==> config.mk <==
export PLATFORM = sky130hd
export DESIGN_NAME = control_sequencer_flat
export DESIGN_NICKNAME = d
export VERILOG_FILES = /design/src/rtl/cpu_pkg.sv /design/src/rtl/control_sequencer_if.sv /design/src/rtl/cu_decode.sv /design/src/rtl/control_sequencer.sv /design/src/flat_wrapper.sv
export SDC_FILE = /design/constraint.sdc
export NUM_CORES = 1
export LEC_CHECK = 0
export ABC_AREA = 1
export CORE_MARGIN = 4
export CORE_UTILIZATION = 32
export CTS_CLUSTER_SIZE = 8
export DETAILED_ROUTE_END_ITERATION = 8
export GPL_ROUTABILITY_DRIVEN = 0
export GPL_TIMING_DRIVEN = 0
export PLACE_DENSITY = 0.83
export SLEW_MARGIN = 40
export SYNTH_ARGS = -nofsm -noshare
export SYNTH_HDL_FRONTEND = slang
export SYNTH_SLANG_ARGS = --single-unit
==> constraint.sdc <==
create_clock -name Clock -period 1.75 [get_ports Clock]
set_clock_uncertainty 0.05 [all_clocks]
set_input_delay 0.525 -clock Clock [delete_from_list [all_inputs] [get_ports Clock]]
set_output_delay 0.525 -clock Clock [all_outputs]
set_load 0.02 [all_outputs]
==> src/rtl/cpu_pkg.sv <==
// Shared CPU control definitions: opcodes, ALU selects and sequencer states.
// Imported by the sequencer, its decoder and the datapath.
package cpu_pkg;

  localparam logic [3:0] OP_NOOP  = 4'h0;
  localparam logic [3:0] OP_STORE = 4'h1;
  localparam logic [3:0] OP_LOAD  = 4'h2;
  localparam logic [3:0] OP_ADD   = 4'h3;
  localparam logic [3:0] OP_SUB   = 4'h4;
  localparam logic [3:0] OP_HALT  = 4'h5;
  localparam logic [3:0] OP_AND   = 4'h6;
  localparam logic [3:0] OP_OR    = 4'h7;
  localparam logic [3:0] OP_XOR   = 4'h8;
  localparam logic [3:0] OP_NAND  = 4'h9;
  localparam logic [3:0] OP_SHL   = 4'hA;
  localparam logic [3:0] OP_SHR   = 4'hB;
  localparam logic [3:0] OP_JMP   = 4'hC;
  localparam logic [3:0] OP_BEQ   = 4'hD;
  localparam logic [3:0] OP_BNE   = 4'hE;

  localparam logic [3:0] ALU_ADD  = 4'd0;
  localparam logic [3:0] ALU_SUB  = 4'd1;
  localparam logic [3:0] ALU_AND  = 4'd2;
  localparam logic [3:0] ALU_OR   = 4'd3;
  localparam logic [3:0] ALU_XOR  = 4'd4;
  localparam logic [3:0] ALU_NAND = 4'd5;
  localparam logic [3:0] ALU_SHL  = 4'd6;
  localparam logic [3:0] ALU_SHR  = 4'd7;

  typedef enum logic [3:0] {
    S_INIT   = 4'h0,
    S_FETCH  = 4'h1,
    S_DECODE = 4'h2,
    S_LOAD_A = 4'h3,
    S_LOAD_B = 4'h4,
    S_STORE  = 4'h5,
    S_ALU    = 4'h6,
    S_BRANCH = 4'h7,
    S_JMP    = 4'h8,
    S_HALT   = 4'h9,
    S_NOOP   = 4'hA,
    S_TRAP   = 4'hB
  } state_e;

endpackage

==> src/rtl/control_sequencer_if.sv <==
// Sequencer <-> datapath/memory bundle.
// master = control sequencer, slave = datapath side.
interface control_sequencer_if #(
  parameter int RAW = 4
);
  localparam int IW  = 4 + 3*RAW;
  localparam int DAW = 2*RAW;

  logic [IW-1:0]  IR;
  logic           I_RDY;
  logic           D_RDY;
  logic           ALU_Z;
  logic           PC_CLR;
  logic           PC_IC;
  logic           PC_LD;
  logic           PC_REL;
  logic [DAW-1:0] PC_VAL;
  logic           IR_LD;
  logic [DAW-1:0] D_ADDR;
  logic           D_RD;
  logic           D_WR;
  logic           RF_S;
  logic           RF_W_EN;
  logic [RAW-1:0] RF_A_ADDR;
  logic [RAW-1:0] RF_B_ADDR;
  logic [RAW-1:0] RF_W_ADDR;
  logic [3:0]     ALU_S;
  logic           HALTED;
  logic           TRAP;
  logic [3:0]     STATE;

  modport master (
    input  IR, I_RDY, D_RDY, ALU_Z,
    output PC_CLR, PC_IC, PC_LD, PC_REL,
    output PC_VAL, IR_LD, D_ADDR, D_RD,
    output D_WR, RF_S, RF_W_EN,
    output RF_A_ADDR, RF_B_ADDR, RF_W_ADDR,
    output ALU_S, HALTED, TRAP, STATE
  );

  modport slave (
    output IR, I_RDY, D_RDY, ALU_Z,
    input  PC_CLR, PC_IC, PC_LD, PC_REL,
    input  PC_VAL, IR_LD, D_ADDR, D_RD,
    input  D_WR, RF_S, RF_W_EN,
    input  RF_A_ADDR, RF_B_ADDR, RF_W_ADDR,
    input  ALU_S, HALTED, TRAP, STATE
  );

endinterface

==> src/rtl/cu_decode.sv <==
// Opcode -> post-DECODE state and ALU function select.
// CU_BRANCH_EN enables JMP/BEQ/BNE; otherwise they trap.
module cu_decode
  import cpu_pkg::*;
(
  input  logic [3:0] op_i,
  output state_e     state_o,
  output logic [3:0] alu_s_o
);

  always_comb begin
    state_o = S_TRAP;
    alu_s_o = ALU_ADD;
    unique case (1'b1)
      (op_i == OP_NOOP):  state_o = S_NOOP;
      (op_i == OP_STORE): state_o = S_STORE;
      (op_i == OP_LOAD):  state_o = S_LOAD_A;
      (op_i == OP_HALT):  state_o = S_HALT;
      (op_i == OP_ADD):   state_o = S_ALU;
      (op_i == OP_SUB): begin
        state_o = S_ALU;
        alu_s_o = ALU_SUB;
      end
      (op_i == OP_AND): begin
        state_o = S_ALU;
        alu_s_o = ALU_AND;
      end
      (op_i == OP_OR): begin
        state_o = S_ALU;
        alu_s_o = ALU_OR;
      end
      (op_i == OP_XOR): begin
        state_o = S_ALU;
        alu_s_o = ALU_XOR;
      end
      (op_i == OP_NAND): begin
        state_o = S_ALU;
        alu_s_o = ALU_NAND;
      end
      (op_i == OP_SHL): begin
        state_o = S_ALU;
        alu_s_o = ALU_SHL;
      end
      (op_i == OP_SHR): begin
        state_o = S_ALU;
        alu_s_o = ALU_SHR;
      end
`ifdef CU_BRANCH_EN
      (op_i == OP_JMP):   state_o = S_JMP;
      (op_i == OP_BEQ),
      (op_i == OP_BNE):   state_o = S_BRANCH;
`endif
      default: ;
    endcase
  end

endmodule

==> src/rtl/control_sequencer.sv <==
// Multicycle control sequencer for the 16-bit CPU datapath.
// Define CU_BRANCH_EN to build the JMP/BEQ/BNE states.
module control_sequencer
  import cpu_pkg::*;
#(
  parameter int RAW = 4
) (
  input logic                 Clock,
  input logic                 Reset,
  control_sequencer_if.master bus
);

  localparam int IW  = 4 + 3*RAW;
  localparam int DAW = 2*RAW;

  logic [3:0]     op;
  logic [RAW-1:0] fa, fb, fc;
  state_e         state_q, state_d, dec_state;
  logic [3:0]     dec_alu;

  assign op = bus.IR[IW-1 -: 4];
  assign fa = bus.IR[3*RAW-1 -: RAW];
  assign fb = bus.IR[2*RAW-1 -: RAW];
  assign fc = bus.IR[RAW-1:0];

  cu_decode u_dec (
    .op_i    (op),
    .state_o (dec_state),
    .alu_s_o (dec_alu)
  );

  always_comb begin
    state_d = state_q;
    unique case (state_q)
      S_INIT:   state_d = S_FETCH;
      S_FETCH:  if (bus.I_RDY) state_d = S_DECODE;
      S_DECODE: state_d = dec_state;
      S_LOAD_A: if (bus.D_RDY) state_d = S_LOAD_B;
      S_LOAD_B: state_d = S_FETCH;
      S_STORE:  if (bus.D_RDY) state_d = S_FETCH;
      S_ALU:    state_d = S_FETCH;
      S_NOOP:   state_d = S_FETCH;
`ifdef CU_BRANCH_EN
      S_BRANCH: state_d = S_FETCH;
      S_JMP:    state_d = S_FETCH;
`endif
      S_HALT:   state_d = S_HALT;
      S_TRAP:   state_d = S_TRAP;
      default:  state_d = S_INIT;
    endcase
  end

  always_ff @(posedge Clock) begin
    if (Reset) state_q <= S_INIT;
    else       state_q <= state_d;
  end

  logic       clr, ic, irld, drd, dwr, wen, rf_s;
  logic [3:0] alu_s;
`ifdef CU_BRANCH_EN
  logic           ld, rel;
  logic [DAW-1:0] pc_val;
`endif

  always_comb begin
    clr   = 1'b0;
    ic    = 1'b0;
    irld  = 1'b0;
    drd   = 1'b0;
    dwr   = 1'b0;
    wen   = 1'b0;
    rf_s  = 1'b0;
    alu_s = ALU_ADD;
`ifdef CU_BRANCH_EN
    ld     = 1'b0;
    rel    = 1'b0;
    pc_val = '0;
`endif
    unique case (state_q)
      S_INIT:   clr  = 1'b1;
      S_FETCH:  irld = bus.I_RDY;
      S_DECODE: ic   = 1'b1;
      S_LOAD_A: begin
        drd  = 1'b1;
        rf_s = 1'b1;
      end
      S_LOAD_B: begin
        rf_s = 1'b1;
        wen  = 1'b1;
      end
      S_STORE:  dwr = 1'b1;
      S_ALU: begin
        wen   = 1'b1;
        alu_s = dec_alu;
      end
`ifdef CU_BRANCH_EN
      // Offset is relative to the already-incremented PC.
      S_BRANCH: begin
        alu_s  = ALU_SUB;
        pc_val = {{(DAW-RAW){fc[RAW-1]}}, fc};
        rel    = (op == OP_BEQ) ? bus.ALU_Z : !bus.ALU_Z;
      end
      S_JMP: begin
        ld     = 1'b1;
        pc_val = {fb, fc};
      end
`endif
      default: ;
    endcase
  end

  assign bus.PC_CLR  = clr  & ~Reset;
  assign bus.PC_IC   = ic   & ~Reset;
  assign bus.IR_LD   = irld & ~Reset;
  assign bus.D_RD    = drd  & ~Reset;
  assign bus.D_WR    = dwr  & ~Reset;
  assign bus.RF_W_EN = wen  & ~Reset;
`ifdef CU_BRANCH_EN
  assign bus.PC_LD   = ld   & ~Reset;
  assign bus.PC_REL  = rel  & ~Reset;
  assign bus.PC_VAL  = pc_val;
`else
  logic unused_alu_z;
  assign unused_alu_z = bus.ALU_Z;
  assign bus.PC_LD    = 1'b0;
  assign bus.PC_REL   = 1'b0;
  assign bus.PC_VAL   = '0;
`endif

  assign bus.RF_S      = rf_s;
  assign bus.ALU_S     = alu_s;
  assign bus.RF_A_ADDR = fa;
  assign bus.RF_B_ADDR = fb;
  assign bus.RF_W_ADDR = fc;
  assign bus.D_ADDR    = (state_q == S_STORE) ? {fb, fc} : {fa, fb};
  assign bus.HALTED    = (state_q == S_HALT);
  assign bus.TRAP      = (state_q == S_TRAP);
  assign bus.STATE     = state_q;

endmodule

==> src/flat_wrapper.sv <==
// flat-port wrapper written by rule: the top's interface ports become plain ports
module control_sequencer_flat import cpu_pkg::*;
#(
  parameter int RAW = 4
)
  (Clock, Reset, bus_IR, bus_I_RDY, bus_D_RDY, bus_ALU_Z, bus_PC_CLR, bus_PC_IC, bus_PC_LD, bus_PC_REL, bus_PC_VAL, bus_IR_LD, bus_D_ADDR, bus_D_RD, bus_D_WR, bus_RF_S, bus_RF_W_EN, bus_RF_A_ADDR, bus_RF_B_ADDR, bus_RF_W_ADDR, bus_ALU_S, bus_HALTED, bus_TRAP, bus_STATE);
  control_sequencer_if #(.RAW(RAW)) bus_i ();
  input logic Clock;
  input logic Reset;
  input wire logic [$bits(bus_i.IR)-1:0] bus_IR;
  input wire logic [$bits(bus_i.I_RDY)-1:0] bus_I_RDY;
  input wire logic [$bits(bus_i.D_RDY)-1:0] bus_D_RDY;
  input wire logic [$bits(bus_i.ALU_Z)-1:0] bus_ALU_Z;
  output wire logic [$bits(bus_i.PC_CLR)-1:0] bus_PC_CLR;
  output wire logic [$bits(bus_i.PC_IC)-1:0] bus_PC_IC;
  output wire logic [$bits(bus_i.PC_LD)-1:0] bus_PC_LD;
  output wire logic [$bits(bus_i.PC_REL)-1:0] bus_PC_REL;
  output wire logic [$bits(bus_i.PC_VAL)-1:0] bus_PC_VAL;
  output wire logic [$bits(bus_i.IR_LD)-1:0] bus_IR_LD;
  output wire logic [$bits(bus_i.D_ADDR)-1:0] bus_D_ADDR;
  output wire logic [$bits(bus_i.D_RD)-1:0] bus_D_RD;
  output wire logic [$bits(bus_i.D_WR)-1:0] bus_D_WR;
  output wire logic [$bits(bus_i.RF_S)-1:0] bus_RF_S;
  output wire logic [$bits(bus_i.RF_W_EN)-1:0] bus_RF_W_EN;
  output wire logic [$bits(bus_i.RF_A_ADDR)-1:0] bus_RF_A_ADDR;
  output wire logic [$bits(bus_i.RF_B_ADDR)-1:0] bus_RF_B_ADDR;
  output wire logic [$bits(bus_i.RF_W_ADDR)-1:0] bus_RF_W_ADDR;
  output wire logic [$bits(bus_i.ALU_S)-1:0] bus_ALU_S;
  output wire logic [$bits(bus_i.HALTED)-1:0] bus_HALTED;
  output wire logic [$bits(bus_i.TRAP)-1:0] bus_TRAP;
  output wire logic [$bits(bus_i.STATE)-1:0] bus_STATE;
  assign bus_i.IR = bus_IR;
  assign bus_i.I_RDY = bus_I_RDY;
  assign bus_i.D_RDY = bus_D_RDY;
  assign bus_i.ALU_Z = bus_ALU_Z;
  assign bus_PC_CLR = bus_i.PC_CLR;
  assign bus_PC_IC = bus_i.PC_IC;
  assign bus_PC_LD = bus_i.PC_LD;
  assign bus_PC_REL = bus_i.PC_REL;
  assign bus_PC_VAL = bus_i.PC_VAL;
  assign bus_IR_LD = bus_i.IR_LD;
  assign bus_D_ADDR = bus_i.D_ADDR;
  assign bus_D_RD = bus_i.D_RD;
  assign bus_D_WR = bus_i.D_WR;
  assign bus_RF_S = bus_i.RF_S;
  assign bus_RF_W_EN = bus_i.RF_W_EN;
  assign bus_RF_A_ADDR = bus_i.RF_A_ADDR;
  assign bus_RF_B_ADDR = bus_i.RF_B_ADDR;
  assign bus_RF_W_ADDR = bus_i.RF_W_ADDR;
  assign bus_ALU_S = bus_i.ALU_S;
  assign bus_HALTED = bus_i.HALTED;
  assign bus_TRAP = bus_i.TRAP;
  assign bus_STATE = bus_i.STATE;
  control_sequencer #(.RAW(RAW)) u_core (.Clock(Clock), .Reset(Reset), .bus(bus_i));
endmodule
==> results.ini <==
[clocking]
insertion_delay_ns = 0.24
cts_buffers = 3
clk_pin_slew_ns = 0.04
cts_max_path_buffers = 2
tritoncts = done
cts-root-buf = clkbuf_4
cts.sinks = 4
h-tree-depth = 1

[finish]
largest_register_ffs = 4
area_growth_pct = 115
n_fill_cell = 167
instances_no_fill = 248
fin_nets = 243
final_common_cell = buf_4
diodes = 0
final_cell_mix = buf_4 (49), nand2_1 (28), buf_6 (18), dlygate4sd2_1 (16), inv_2 (12)
postLayoutCellArea_sq_um = 1690
drive_gt1_frac = 0.627
final_util = 0.741

[floorplanning]
core_sq_um = 2280
io_pins = 68
die_area_sq_um = 3300
die_y_microns = 57.5
initial_core_util = 0.344
die_w_microns = 57.5
row_count = 17

[job]
drv_cap = 0

[synthesis]
synth_seq_area_share = 0.102
syn_avg_cell_area_sq_um = 5.72
ys_top_cells_by_area = buf_4 (22%), nand2_1 (17%), dfxtp_1 (10%)
synth_top_cell_by_area = buf_4
ys_warn_count = 0
synth_cell_types = 21
synth_top_area_share = 0.220
syn-instance-count = 137
netlist_area_sq_um = 783
ys_ff_latch = 4

[global_route]
antenna_found_initial = 0
grt_pass1_wl_mm = 4.75
grt_start_max_net_pins = 11
overflow = 0
grt_pass1_vias = 1063
track_usage = 0.181

[route]
drc = 0
via_per_inst = 4.54
via_count = 1127
post_drt_wl_per_cell_microns = 13.1
drtIter0Drc = 35
wl_mm = 3.26
ant_nets = 0
drtPass1Iterations = 4

[timing]
max_freq_ghz = 0.512
rsz0062_at_grt = yes
slew_viol_final = 0
whs_ns = 0.617
period_needed_ns = 1.95
tns_ns = -2.39
finalHoldViolCount = 0
worst_slack_ns = -0.203
fin_crit_sh = 1.12
setup_violations = 18

[placed_design]
placed_cell_area_sq_um = 1450
place_inst = 229
dp_hpwl_mm = 2.17
numPortBuffers = 54
pre_cts_ws_ns = -0.993

[power]
p_total_mw = 1.51
vdd_drop_max_v = 0.000687
p_per_area_nw_per_um2 = 897
cellLeakagePower_nw = 0.931

[setup_path]
arrival_ns = 1.38
cpMostUsedCell = buf_6
path_buf_inv = 4
critPathMaxFanout = 6
slowest_delay_ns = 0.31
required_ns = 1.17
crit_type = reg -> out
start_kind = flip-flop
critPathCaptureType = output port
cp_slowest_cell = dfxtp_2
crit_family = buffers and inverters
path_cells = buf_6, nor2_4, nand2_4, buf_12, clkinv_8, nand2_1, o21ai_2, buf_6

[worst_hold_path]
hp-class = in -> reg

[run_status]
violations = setup timing
outcome = finished with violations

[routing by layer]
layer  routed length [microns]  global-route usage  part of all wire
met1                      1110               0.185              0.34
met2                      1940               0.371              0.59
met3                       181              0.0430             0.056
met4                        34              0.0199             0.010
met5                         0                   0                 0
[cell families (layout without fill, tap and decap cells)]
family,Yosys count,after routing,share of synthesized area
compound gates,17,17,0.120
buf+inv,45,118,0.361
flops,4,4,0.102
other cells,1,11,0.00479
simple gates,70,70,0.412
[synth_stat cells]
cell type  instances
a21oi_1            5
a21oi_2            2
buf_4             23
buf_6              2
clkbuf_1           1
clkinv_8           1
conb_1             1
dfxtp_1            4
inv_1             15
inv_2              3
nand2_1           36
nand2_2            5
nand2_4            1
nand3_1            2
nor2_1            15
nor2_2             2
nor2_4             3
nor3_1             4
nor4_1             2
o21ai_0            9
o22ai_1            1
[power breakdown]
group | switching, mW | leakage [nW] | internal, mW
logic | 0.673 | 0.882 | 0.545
clock network | 0.0396 | 0.0138 | 0.0768
registers | 0.0441 | 0.0353 | 0.135
[repair_timing]
action,4_1_cts,5_1_grt
setup endpoints to repair,36,19
hold buffers,0,0
cloned,2,0
pin swaps,9,7
resized for setup,228,29
setup buffers,8,6
[worst paths after layout]
| check | depth (start not counted) | end | start | slack, ns |
|---|---|---|---|---|
| worst max register to register | 11 | u_core.bus.STATE[2] | u_core.bus.STATE[1] | 0.15 |
| worst min-delay path | 2 | u_core.bus.STATE[1] | Reset | 0.62 |
| worst min register to register | 3 | u_core.bus.STATE[3] | u_core.bus.STATE[0] | 0.63 |
| worst max-delay path | 8 | bus_D_ADDR[1] | u_core.bus.STATE[1] | -0.20 |
[area by class of cell]
| class | count | area, sq um | area share |
|---|---|---|---|
| clock buffers | 3 | 22.5 | 0.0134 |
| repair buffers | 69 | 618 | 0.367 |
| well taps | 28 | 35.0 | 0.0208 |
| multi-input cells | 98 | 606 | 0.359 |
| flip-flops and latches | 4 | 92.6 | 0.0549 |
| inverters | 19 | 86.3 | 0.0512 |
| plain buffers | 26 | 209 | 0.124 |
| repair inverters | 1 | 16.3 | 0.00965 |
(Power assumes the default switching activity.)
==> RTL edit (config.mk and constraints unchanged) <==
Make the reset (`Reset`) asynchronous in one clocked block.
--- a/src/rtl/control_sequencer.sv
+++ b/src/rtl/control_sequencer.sv
@@ -51,5 +51,5 @@
   end
 
-  always_ff @(posedge Clock) begin
+  always_ff @(posedge Clock or posedge Reset) begin
     if (Reset) state_q <= S_INIT;
     else       state_q <= state_d;
Behaviour: differs if Reset is asserted again (counterexample within 4 cycles, from zero or initial values and one cycle with Reset high); with Reset held inactive, the same outputs for 10 cycles.
==> RTL edit against the unedited design <==
Power rose by 28%. Sequential cell count did not move. Setup slack got worse by 0.091 ns. Highest routed layer unchanged. Maximum frequency fell by 4.5%. The run still ends with setup timing left. Synthesized area fell by 5.8%. Largest cell class unchanged. Routed wire length rose by 2.6%. Cell area rose by 1.6%.
==> RTL edit: results (changes against the unedited design) <==
stage,metric,value,unit,change
logic_synthesis,Synth cell types,22,,+4.8%
route,drt first-iter violations,49,,+40%
logic_synthesis,XOR/XNOR share of the synthesized area,0,%,unchanged
placement,IO buf count,55,,+1.9%
worst_hold_path,Worst Hold Class,in2async,,
logic_synthesis,Cells after Synth,118,,-14%
global_route,total track usage,19.8,%,+1.7 points
logic_synthesis,ys async rst share,100,%,+100 points
route,via count of the routed design,1108,,-1.7%
global_route,global-route wire length before repair,5040,um,+6.0%
global_route,largest net degree at the start of global routing,8,,-3
route,drt total wl,3350,um,+2.6%
clocking,clk buf depth,2,,unchanged
logic_synthesis,main flop type after synthesis,dfrtp_1,,
clocking,"Reg clk slew, reported paths",0.04,ns,about the same
logic_synthesis,"top cells by area, synth","buf_4, dfrtp_1, nand2_1",,
logic_synthesis,synthesized-area fraction occupied by adder cells,0,%,unchanged
clocking,Worst-Skew Late Latency,0.23,ns,
placement,DP Wirelength,2060,um,-5.0%
logic_synthesis,Synth Warn #,0,,unchanged
clocking,Num CTS Buffers,3,,unchanged
placement,pre-CTS WS,-1.08,ns,-0.0886 ns
setup_path,Crit Path Max Fanout,5,,-1
placement,placed cells,211,,-7.9%
logic_synthesis,post-synthesis mux area share,11.2,%,+11 points
timing,# setup viols final,20,,+2
timing,final worst slack,-0.294,ns,-0.0914 ns
final_layout,Antenna diodes,0,,unchanged
setup_path,crit path DAT,1.47,ns,+0.09 ns
route,first drt pass iteration count,4,,unchanged
power_and_ir_drop,VDD IR max,0.000947,V,+38%
logic_synthesis,post-synthesis compound-gate area fraction,5.25,%,-6.7 points
global_route,initial antenna violation count,0,,unchanged
status,violated checks,setup timing,,
clocking,clock root buffer,clkbuf_4,,
final_layout,# nets final,232,,-4.5%
power_and_ir_drop,static leakage,0.954,nW,+2.4%
final_layout,Largest register FFs,4,,unchanged
final_layout,share of cells above drive strength 1,66.0,%,+3.3 points
logic_synthesis,sequential share of the synthesized area,13.6,%,+3.3 points
clocking,H-tree depth,1,,unchanged
status,status,"finished, violations left",,
final_layout,Filler Cell Count,158,,-5.4%
route,vias per inst,4.68,,+2.9%
logic_synthesis,Post-synth top cells,"nand2_1, buf_4, nor2_1, inv_1, nand3_1",,
## RTL edit: cell count changes in the layout (fill, tap and decap cells not counted), moves of 4 or more
cell,delta
nand3_1,+8
nand2_2,-4
buf_6,+4
mux2_4,+4
dfrtp_2,+4
nor2_4,+4
buf_4,+4
a21oi_1,-4
nand2_1,-11
## RTL edit: final cells by class
type | count | area share, %
Timing Repair Buffer | 78 | 41.2
Multi-Input combinational cell | 84 | 34.5
Buffer | 24 | 11.0
Inverter | 16 | 3.80
Tap cell | 28 | 2.05
Sequential cell | 4 | 6.14
Clock buffer | 3 | 1.32
## RTL edit: worst paths after layout
kind                                startpoint                  end  slack [ns]  cells past startpoint
min in group Clock         u_core.bus.STATE[0]  u_core.bus.STATE[3]        0.55                      2
hold reg to reg            u_core.bus.STATE[0]  u_core.bus.STATE[3]        0.55                      2
max in group asynchronous                Reset  u_core.bus.STATE[3]        0.98                      2
hold / removal                           Reset  u_core.bus.STATE[2]        0.50                      2
setup reg to reg           u_core.bus.STATE[2]  u_core.bus.STATE[0]        0.26                      7
setup / recovery           u_core.bus.STATE[2]        bus_D_ADDR[5]       -0.29                      6
## RTL edit: where the power goes
group / switching, mW / internal, mW
sequential: 0.0586 / 0.141
clock: 0.0343 / 0.0765
combinational: 0.860 / 0.766
## RTL edit: stage by stage
step | setup TNS, ns | instance area [um2]
after floorplan | -0.0892 | 823
after global placement | -18.88 | 1410
after detailed placement | -19.46 | 1410
after CTS | -3.69 | 1610
after global routing | -5.42 | 1710
final | -4.48 | 1710
## RTL edit: kinds of logic (layout without fill, tap and decap cells)
kind of cell           after synthesis  after routing
and+or+nand+nor                     60             60
other                                1             11
buffers and inverters               40            121
AOI/OAI and AO/OA                    7              7
DFF                                  4              4
muxes                                6              6
## RTL edit: worst max-delay path, cell delays in order, from the launching register on
cell,delay (ns)
dfrtp_2,0.40
inv_2,0.07
nor2_4,0.11
nand2_4,0.09
buf_8,0.14
mux2_4,0.29
buf_6,0.13
## RTL edit: timing repair
item,4_1_cts,5_1_grt
resized for setup,224,33
setup buffers,16,7
endpoints found under the setup margin,36,22
endpoints found under the hold margin,0,0
pin swaps,15,8
gates cloned,1,0
## RTL edit: layer usage
metal	vias to the layer above	wire, um	GRT usage, %	part of all wire (%)
li1	524	-	-	-
met2	72	1820	37.2	54
met5	-	0	0	0
met3	10	285	3.94	8.5
met4	0	84	7.46	2.5
met1	502	1160	21.3	35
